===== config.mk =====
export PLATFORM = sky130hd
export DESIGN_NAME = hazard_ctrl
export DESIGN_NICKNAME = d
export VERILOG_FILES = /design/src/rtl/hazard_ctrl.sv
export SDC_FILE = /design/constraint.sdc
export NUM_CORES = 1
export LEC_CHECK = 0
export BUFFER_PORTS_ARGS = -buffer_cell sky130_fd_sc_hd__buf_4
export CAP_MARGIN = 20
export CORE_ASPECT_RATIO = 0.8
export CORE_MARGIN = 2
export CORE_UTILIZATION = 53
export DETAILED_ROUTE_END_ITERATION = 10
export GPL_TIMING_DRIVEN = 1
export PLACE_DENSITY = 0.82
export SLEW_MARGIN = 0
export SYNTH_ARGS = -nofsm -noshare
export SYNTH_HDL_FRONTEND = slang
export SYNTH_SLANG_ARGS = --single-unit

===== constraint.sdc =====
create_clock -name i_clk -period 4.4 [get_ports i_clk]
set_input_delay 0.44 -clock i_clk [delete_from_list [all_inputs] [get_ports i_clk]]
set_output_delay 0.44 -clock i_clk [all_outputs]
set_load 0.03 [all_outputs]

===== src/rtl/hazard_ctrl.sv =====
// Pipeline sequencing controller: per-register advance/hold/flush, PC redirect, hazard counters.
// Zero-latency combinational controls; data-memory wait freezes the whole pipe, load-use holds PC and IF/ID.
`timescale 1ns/1ps

module hazard_ctrl #(
    parameter int LOAD_USE_BUBBLES = 1,
    parameter int MEM_TIMEOUT      = 255,
    parameter int CNT_W            = 32
) (
    input  logic             i_clk,
    input  logic             i_reset,
    input  logic [31:0]      i_ID_inst,
    input  logic [31:0]      i_EX_inst,
    input  logic             i_EX_mem_rden,
    input  logic             i_EX_rd_wren,
    input  logic             i_EX_br_valid,
    input  logic             i_EX_br_mispredict,
    input  logic             i_MEM_req,
    input  logic             i_MEM_ack,
    output logic             o_pc_en,
    output logic             o_pc_redirect,
    output logic             o_IF_ID_en,
    output logic             o_ID_EX_en,
    output logic             o_EX_MEM_en,
    output logic             o_IF_ID_flush,
    output logic             o_ID_EX_flush,
    output logic             o_MEM_WB_flush,
    output logic             o_mem_timeout,
    output logic [CNT_W-1:0] o_stall_cycles,
    output logic [CNT_W-1:0] o_flush_count
);

    localparam int WAIT_W = $clog2(MEM_TIMEOUT + 1);

    localparam logic [6:0] OP_LUI    = 7'b0110111;
    localparam logic [6:0] OP_AUIPC  = 7'b0010111;
    localparam logic [6:0] OP_JAL    = 7'b1101111;
    localparam logic [6:0] OP_RTYPE  = 7'b0110011;
    localparam logic [6:0] OP_BRANCH = 7'b1100011;
    localparam logic [6:0] OP_STORE  = 7'b0100011;

    typedef enum logic [1:0] {
        ST_RUN      = 2'd0,
        ST_LD_STALL = 2'd1,
        ST_MEM_WAIT = 2'd2
    } state_t;

    state_t            state;
    logic [WAIT_W-1:0] wait_cnt;
    logic [WAIT_W-1:0] wait_nxt;
    logic              timeout_q;
    logic [CNT_W-1:0]  stall_cnt;
    logic [CNT_W-1:0]  flush_cnt;

    logic [6:0] id_opcode;
    logic [4:0] id_rs1;
    logic [4:0] id_rs2;
    logic [4:0] ex_rd;
    logic       uses_rs1;
    logic       uses_rs2;
    logic       mem_wait;
    logic       mispred;
    logic       load_use;
    logic       bubble;
    logic       unused_bits;

    assign id_opcode = i_ID_inst[6:0];
    assign id_rs1    = i_ID_inst[19:15];
    assign id_rs2    = i_ID_inst[24:20];
    assign ex_rd     = i_EX_inst[11:7];

    assign unused_bits = ^{i_ID_inst[31:25], i_ID_inst[14:7], i_EX_inst[31:12], i_EX_inst[6:0]};

    assign uses_rs1 = !((id_opcode == OP_LUI) || (id_opcode == OP_AUIPC) || (id_opcode == OP_JAL));
    assign uses_rs2 = (id_opcode == OP_RTYPE) || (id_opcode == OP_BRANCH) || (id_opcode == OP_STORE);

    assign mem_wait = i_MEM_req & ~i_MEM_ack;
    assign mispred  = i_EX_br_valid & i_EX_br_mispredict;
    assign load_use = i_EX_mem_rden & i_EX_rd_wren & (ex_rd != 5'd0) &
                      ((uses_rs1 & (id_rs1 == ex_rd)) | (uses_rs2 & (id_rs2 == ex_rd)));

    // The second load-use bubble is forced without looking at ID/EX again.
    assign bubble = (state == ST_LD_STALL) | load_use;

    // Wait counter restarts at 1 on the first frozen cycle and saturates at the timeout.
    always_comb begin
        wait_nxt = WAIT_W'(1);
        if (state == ST_MEM_WAIT) begin
            if (wait_cnt == WAIT_W'(MEM_TIMEOUT)) begin
                wait_nxt = wait_cnt;
            end else begin
                wait_nxt = wait_cnt + WAIT_W'(1);
            end
        end
    end

    always_comb begin
        o_pc_en        = 1'b1;
        o_pc_redirect  = 1'b0;
        o_IF_ID_en     = 1'b1;
        o_ID_EX_en     = 1'b1;
        o_EX_MEM_en    = 1'b1;
        o_IF_ID_flush  = 1'b0;
        o_ID_EX_flush  = 1'b0;
        o_MEM_WB_flush = 1'b0;
        if (i_reset) begin
            o_pc_en        = 1'b0;
            o_IF_ID_en     = 1'b0;
            o_ID_EX_en     = 1'b0;
            o_EX_MEM_en    = 1'b0;
            o_IF_ID_flush  = 1'b1;
            o_ID_EX_flush  = 1'b1;
            o_MEM_WB_flush = 1'b1;
        end else if (mem_wait) begin
            o_pc_en        = 1'b0;
            o_IF_ID_en     = 1'b0;
            o_ID_EX_en     = 1'b0;
            o_EX_MEM_en    = 1'b0;
            o_MEM_WB_flush = 1'b1;
        end else if (mispred) begin
            o_pc_redirect  = 1'b1;
            o_IF_ID_flush  = 1'b1;
            o_ID_EX_flush  = 1'b1;
        end else if (bubble) begin
            o_pc_en        = 1'b0;
            o_IF_ID_en     = 1'b0;
            o_ID_EX_flush  = 1'b1;
        end
    end

    always_ff @(posedge i_clk) begin
        if (i_reset) begin
            state     <= ST_RUN;
            wait_cnt  <= '0;
            timeout_q <= 1'b0;
            stall_cnt <= '0;
            flush_cnt <= '0;
        end else begin
            if (mem_wait) begin
                state    <= ST_MEM_WAIT;
                wait_cnt <= wait_nxt;
                if (wait_nxt == WAIT_W'(MEM_TIMEOUT)) begin
                    timeout_q <= 1'b1;
                end
            end else begin
                wait_cnt <= '0;
                if (mispred) begin
                    state <= ST_RUN;
                end else if ((state != ST_LD_STALL) && load_use && (LOAD_USE_BUBBLES == 2)) begin
                    state <= ST_LD_STALL;
                end else begin
                    state <= ST_RUN;
                end
            end

            if (!o_pc_en && (stall_cnt != '1)) begin
                stall_cnt <= stall_cnt + CNT_W'(1);
            end
            if (!mem_wait && mispred && (flush_cnt != '1)) begin
                flush_cnt <= flush_cnt + CNT_W'(1);
            end
        end
    end

    assign o_mem_timeout  = timeout_q;
    assign o_stall_cycles = stall_cnt;
    assign o_flush_count  = flush_cnt;

endmodule


# == Yosys cells after proc, flatten, opt, wreduce, memory -nomap -nowiden ==
# Index checks and enable logic that the tools add are counted.
# classes
n_addsub,3
multipliers,0
n_div,0
magnitude_cmp,0
eq_ne,14
shifts,0
muxes,19
bitwise,11
reduce_logical,13
# ops
operator,count
32-bit by 1-bit adder with 32-bit output (second input constant),2
32-bit != test (second input constant),2
7-bit by 6-bit == test with 1-bit output (second input constant),3
8-bit == test (second input constant),2
1-bit 2-to-1 mux,16
8-bit 2-to-1 mux,2
7-bit == test (second input constant),2
5-bit == test,2
8-bit by 1-bit adder with 8-bit output (second input constant),1
1-bit bitwise AND,7
7-bit by 5-bit == test with 1-bit output (second input constant),1
5-bit nonzero test,1
1-bit logical OR,4
1-bit logical AND,3
1-bit logical NOT,3
2-bit by 1-bit == test with 1-bit output (second input constant),1
2-bit == test (second input constant),1
2-bit 2-to-1 mux,1
1-bit NOT,2
1-bit OR,2
2-bit AND reduction,1
2-bit OR reduction,1
# word_totals
ff_bits,75
latchBits,0
ram_bits,0
romBits,0
inputBits,72
out_inout_bits,73
word_cells,65
n_memories,0

# == Longest topological paths before layout ==
# depth
ltp_word,14
ltp_mapped,9
mapped_depth_nobuf,7

# == Worst setup path after synthesis ==
# OpenSTA, ideal clock, no wires.
# synth_timing
path_kind,in2out
startpoint,input port i_ID_inst[6]
endpoint,output port o_ID_EX_flush
arrival_time_ps,2498
t_required_ps,3960
slack_ps,1462
stages,5
n_path_buf,0
path_cell_list,and3_1 > o2111a_1 > nor4_1 > nor2_1 > o311ai_0
# synth_via
elab_chain_len,12
elab_cells_between_ends,20
classes_between,eq/ne: 6; mux: 4; bitwise: 5; reduce/logical: 5
# synth_rtl
element,line,source
start: declaration,12,"input logic [31:0] i_ID_inst,"
7-bit by 6-bit == test with 1-bit output / 7-bit by 5-bit == test with 1-bit output (equally long branches),74,assign uses_rs1 = !((id_opcode == OP_LUI) || (id_opcode == OP_AUIPC) || (id_opcode == OP_JAL));
1-bit logical OR (2 in series),74,
1-bit logical NOT,74,
1-bit bitwise AND,80,((uses_rs1 & (id_rs1 == ex_rd)) | (uses_rs2 & (id_rs2 == ex_rd)));
1-bit OR (*),80,
1-bit bitwise AND (*),79,assign load_use = i_EX_mem_rden & i_EX_rd_wren & (ex_rd != 5'd0) &
1-bit OR (*),83,assign bubble = (state == ST_LD_STALL) | load_use;
1-bit 2-to-1 mux (*),124,end else if (bubble) begin
1-bit 2-to-1 mux (*),120,end else if (mispred) begin
1-bit 2-to-1 mux (*),114,end else if (mem_wait) begin
1-bit 2-to-1 mux (*),106,if (i_reset) begin
end: declaration,26,"output logic o_ID_EX_flush,"
# Mark *: on every way between the ends. The rest lies on a longest branch, timed or not.

# == Worst setup path in the final report ==
# layout_timing
startpoint,input port i_EX_inst[8]
endpoint,output port o_pc_en
# layout_via
elab_chain_len,9
elab_cells_between_ends,13
classes_between,eq/ne: 2; mux: 4; bitwise: 6; reduce/logical: 1
# layout_rtl
element,line,source
start: declaration,13,"input logic [31:0] i_EX_inst,"
5-bit == test,80,
1-bit bitwise AND,80,
1-bit OR,80,
1-bit bitwise AND (*),79,
1-bit OR (*),83,
1-bit 2-to-1 mux (*),124,
1-bit 2-to-1 mux (*),120,
1-bit 2-to-1 mux (*),114,
1-bit 2-to-1 mux (*),106,
end: declaration,20,"output logic o_pc_en,"
# Marked as above.

==> summary.txt <==
Worst setup path
  • Slowest cell delay on critical path: 0.52 ns
  • Most used cell along the critical path: buf_4
  • Crit Reg-Reg Endpoint: o_stall_cycles[15]$_SDFFE_PP0P_
  • Crit path arrival time: 2.33 ns
  • R2R Setup Slk: 1.72 ns
  • Worst Setup EP: o_pc_en
  • Reg-to-reg startpoint: o_stall_cycles[8]$_SDFFE_PP0P_
  • Data required, critical path: 3.96 ns
  • CP max FO: 65
  • Cell count of the worst reg-to-reg path: 6
  • Cell Chain, Critical Path: buf_4 > or4_1 > o211ai_1 > o21ai_0 > o21ai_4 > buf_4 > buf_4
  • Worst setup path startpoint: i_EX_inst[8]
  • Crit path max-delay cell type: or4_1
  • Startpoint Class: input pin
  • CP Capture Type: primary output
  • Critical path type: in2out

Route
  • Vias after detailed routing: 4041
  • WL/cell: 15.0 um
  • DR pass1 iterations: 5
  • Final wirelength: 10.0 mm
  • DRC: 0
  • Routed Antenna Nets: 0
  • Iter 0 DRT Violations: 225
  • Via-to-Cell Ratio: 6.04

Pwr
  • Leak: 1.77 nW
  • Tot Pwr: 0.00131 W
  • VDD IR-drop max: 0.174 mV
  • Pwr Density: 270 mW/mm2

Placement
  • GPL Wtd Cong: 0.869
  • Placed Instance Area: 0.00466 mm2
  • I/O Buffers: 102
  • Dpl hpwl: 7.06 mm
  • Placed cell count: 654

Global routing
  • Congestion Overflow GR: 0
  • Total Routing Usage GR: 25.2%
  • First-pass GRT wire length: 16.5 mm
  • Vias in the first global route: 3578
  • Largest net degree at the start of global routing: 66
  • Initial antenna violation count: 0

Clock network
  • Postcts setup bufs: 0
  • Clk_lat worst skew: 0.34 ns
  • Num CTS Buffers: 9
  • Clk slew on worst S/H paths: 0.07 ns
  • CTS H-tree lvls: 3
  • Post_cts resized: 0
  • Clock Tree Root: clkbuf_8
  • # hold bufs at CTS: 0
  • Clock sinks: 74
  • Max clock buf depth: 2
  • CTS tree: done

Floorplan
  • Die width: 99.6 um
  • Chip height: 80.5 um
  • Die area: 0.00802 mm2
  • I/O pins: 145
  • Initial Utilization: 55.4%
  • Core Area: 0.00699 mm2
  • Site Rows: 27

Final layout
  • Final cell count without fillers: 669
  • Fillcell total: 595
  • P&R area growth vs syn: 25.3%
  • Multi-input gate area in the final layout: 0.00226 mm2
  • Final net count: 653
  • Register area: 0.00148 mm2
  • Layout cells sized above 1: 22.5%
  • Post-route cell area: 0.00486 mm2
  • # diodes: 0
  • Most frequent cells in the layout: buf_4, dfxtp_1, nor2_1, nand2_1, a21oi_1
  • Commonest non-fill, non-tap cell in the layout: buf_4

STA
  • RSZ-0062 raised after global routing: false
  • Slew @ Worst Pin: 0.890 ns
  • Fmax: 361 MHz
  • Final hold slack: 0.470 ns
  • Final setup fails: 0
  • Slew Viols, Final: 0
  • Final period util: 63.0%
  • Layout Skew: 0.00847 ns
  • Min cycle time layout: 2.77 ns
  • Final hold violations: 0
  • Final TNS setup: 0 ns
  • Max_slew headroom: 40.2%

Synth
  • Synth Flop Type: dfxtp_1
  • Sequential fraction of the synthesis area: 38.2%
  • Post-synth cell types: 49
  • Number of synthesized flops with an enable pin: 0
  • Synth Register Bits: 74
  • Mean post-synth cell area: 7.98 um2
  • Synth Warn #: 0
  • Net Count, Synth: 561
  • Mapped Cells: 486
  • Mapped cell area: 0.00388 mm2
  • Post-synth ARST share: 0%

Min path
  • HP Class: reg2reg
  • Hold Path Cell Cnt: 2

Flow run
  • Number of max-cap violations: 0

Status
  • Status: finished, final reports clean
## worst min path at each step
stage / startpoint / to / slack [ns]
after detailed placement: o_mem_timeout$_SDFFE_PP0P_ / o_mem_timeout$_SDFFE_PP0P_ / 0.47
after CTS: o_mem_timeout$_SDFFE_PP0P_ / o_mem_timeout$_SDFFE_PP0P_ / 0.48
final: o_mem_timeout$_SDFFE_PP0P_ / o_mem_timeout$_SDFFE_PP0P_ / 0.47
after global routing: i_MEM_ack / wait_cnt[0]$_SDFF_PP0_ / 0.49
after floorplan: state[1]$_SDFF_PP0_ / wait_cnt[0]$_SDFF_PP0_ / 0.46
after global placement: o_mem_timeout$_SDFFE_PP0P_ / o_mem_timeout$_SDFFE_PP0P_ / 0.46
## sequential cells by signal (all words and copies together) (netlist names)
register and cells:
o_flush_count 32, o_stall_cycles 32, wait_cnt 8, o_mem_timeout 1, state 1
## Yosys cell counts (2+ instances only)
cell | instances | area share, %
and4_1 | 9 | 2.0
mux2_2 | 2 | 0.58
nor2b_1 | 3 | 0.48
o41ai_1 | 3 | 0.68
nand2_1 | 39 | 3.8
xor2_1 | 15 | 3.4
o211ai_1 | 3 | 0.58
o21ai_0 | 31 | 4.0
a21o_1 | 2 | 0.39
or4_1 | 11 | 2.1
o311ai_0 | 3 | 0.68
nand4_1 | 23 | 3.7
and3_1 | 11 | 1.8
a31oi_1 | 2 | 0.32
nor4_1 | 7 | 1.1
nand3_1 | 36 | 4.6
nor2_1 | 46 | 4.5
and2_0 | 2 | 0.32
a211oi_1 | 3 | 0.58
o21bai_1 | 2 | 0.39
xnor2_1 | 16 | 3.6
or3_1 | 33 | 5.3
o31ai_1 | 6 | 1.2
clkbuf_1 | 13 | 1.3
a21oi_1 | 39 | 5.0
o21a_1 | 3 | 0.58
ha_1 | 3 | 0.97
buf_4 | 2 | 0.39
dfxtp_1 | 74 | 38
buf_2 | 7 | 0.90
inv_1 | 9 | 0.87
nor3_1 | 11 | 1.4
## critical path, delay by kind of cell
family,cells,cell delay (ns)
compound gates,3,0.51
simple gates,1,0.52
buf+inv,3,0.85
## layout make-up
class	instances	area share [%]
Clock buffer	10	2.83
Clock inverter	5	1.13
Inverter	9	0.696
Multi-Input combinational cell	380	46.5
Sequential cell	74	30.5
Tap cell	87	2.24
Timing Repair Buffer	104	16.1
## cells by family (layout without fill, tap and decap cells)
kind of cell | count (synthesis) | in the layout | synth area share (%)
compound gates | 104 | 104 | 16.3
flops | 74 | 74 | 38.2
fa+ha+maj | 3 | 3 | 0.968
simple gates | 240 | 240 | 33.2
mux | 2 | 2 | 0.581
buf+inv | 32 | 128 | 3.71
xor+xnor | 31 | 31 | 7.00
## through the flow
step / util (%) / setup slack (ns)
2_1_floorplan: - / 1.46
3_3_place_gp: 66.7 / 1.68
3_5_place_dp: 66.7 / 1.63
4_1_cts: 69.5 / 1.63
5_1_grt: 69.5 / 1.53
6_report: 69.5 / 1.63
## where the power goes
part | internal, W | switching (W) | leakage, nW | total (W)
clock | 0.000272 | 0.000247 | 0.0941 | 0.000519
sequential | 0.000673 | 0.00000457 | 0.597 | 0.000677
combinational | 0.0000436 | 0.0000701 | 1.08 | 0.000114
total | 0.000989 | 0.000321 | 1.77 | 0.00131
## routing by layer
metal	GRT usage [%]	part of all wire [%]
met5	0	0
met2	40.9	46
met3	6.70	7.1
met1	33.9	47
met4	5.34	0.41
No activity file was read; power rests on OpenSTA's default activity.
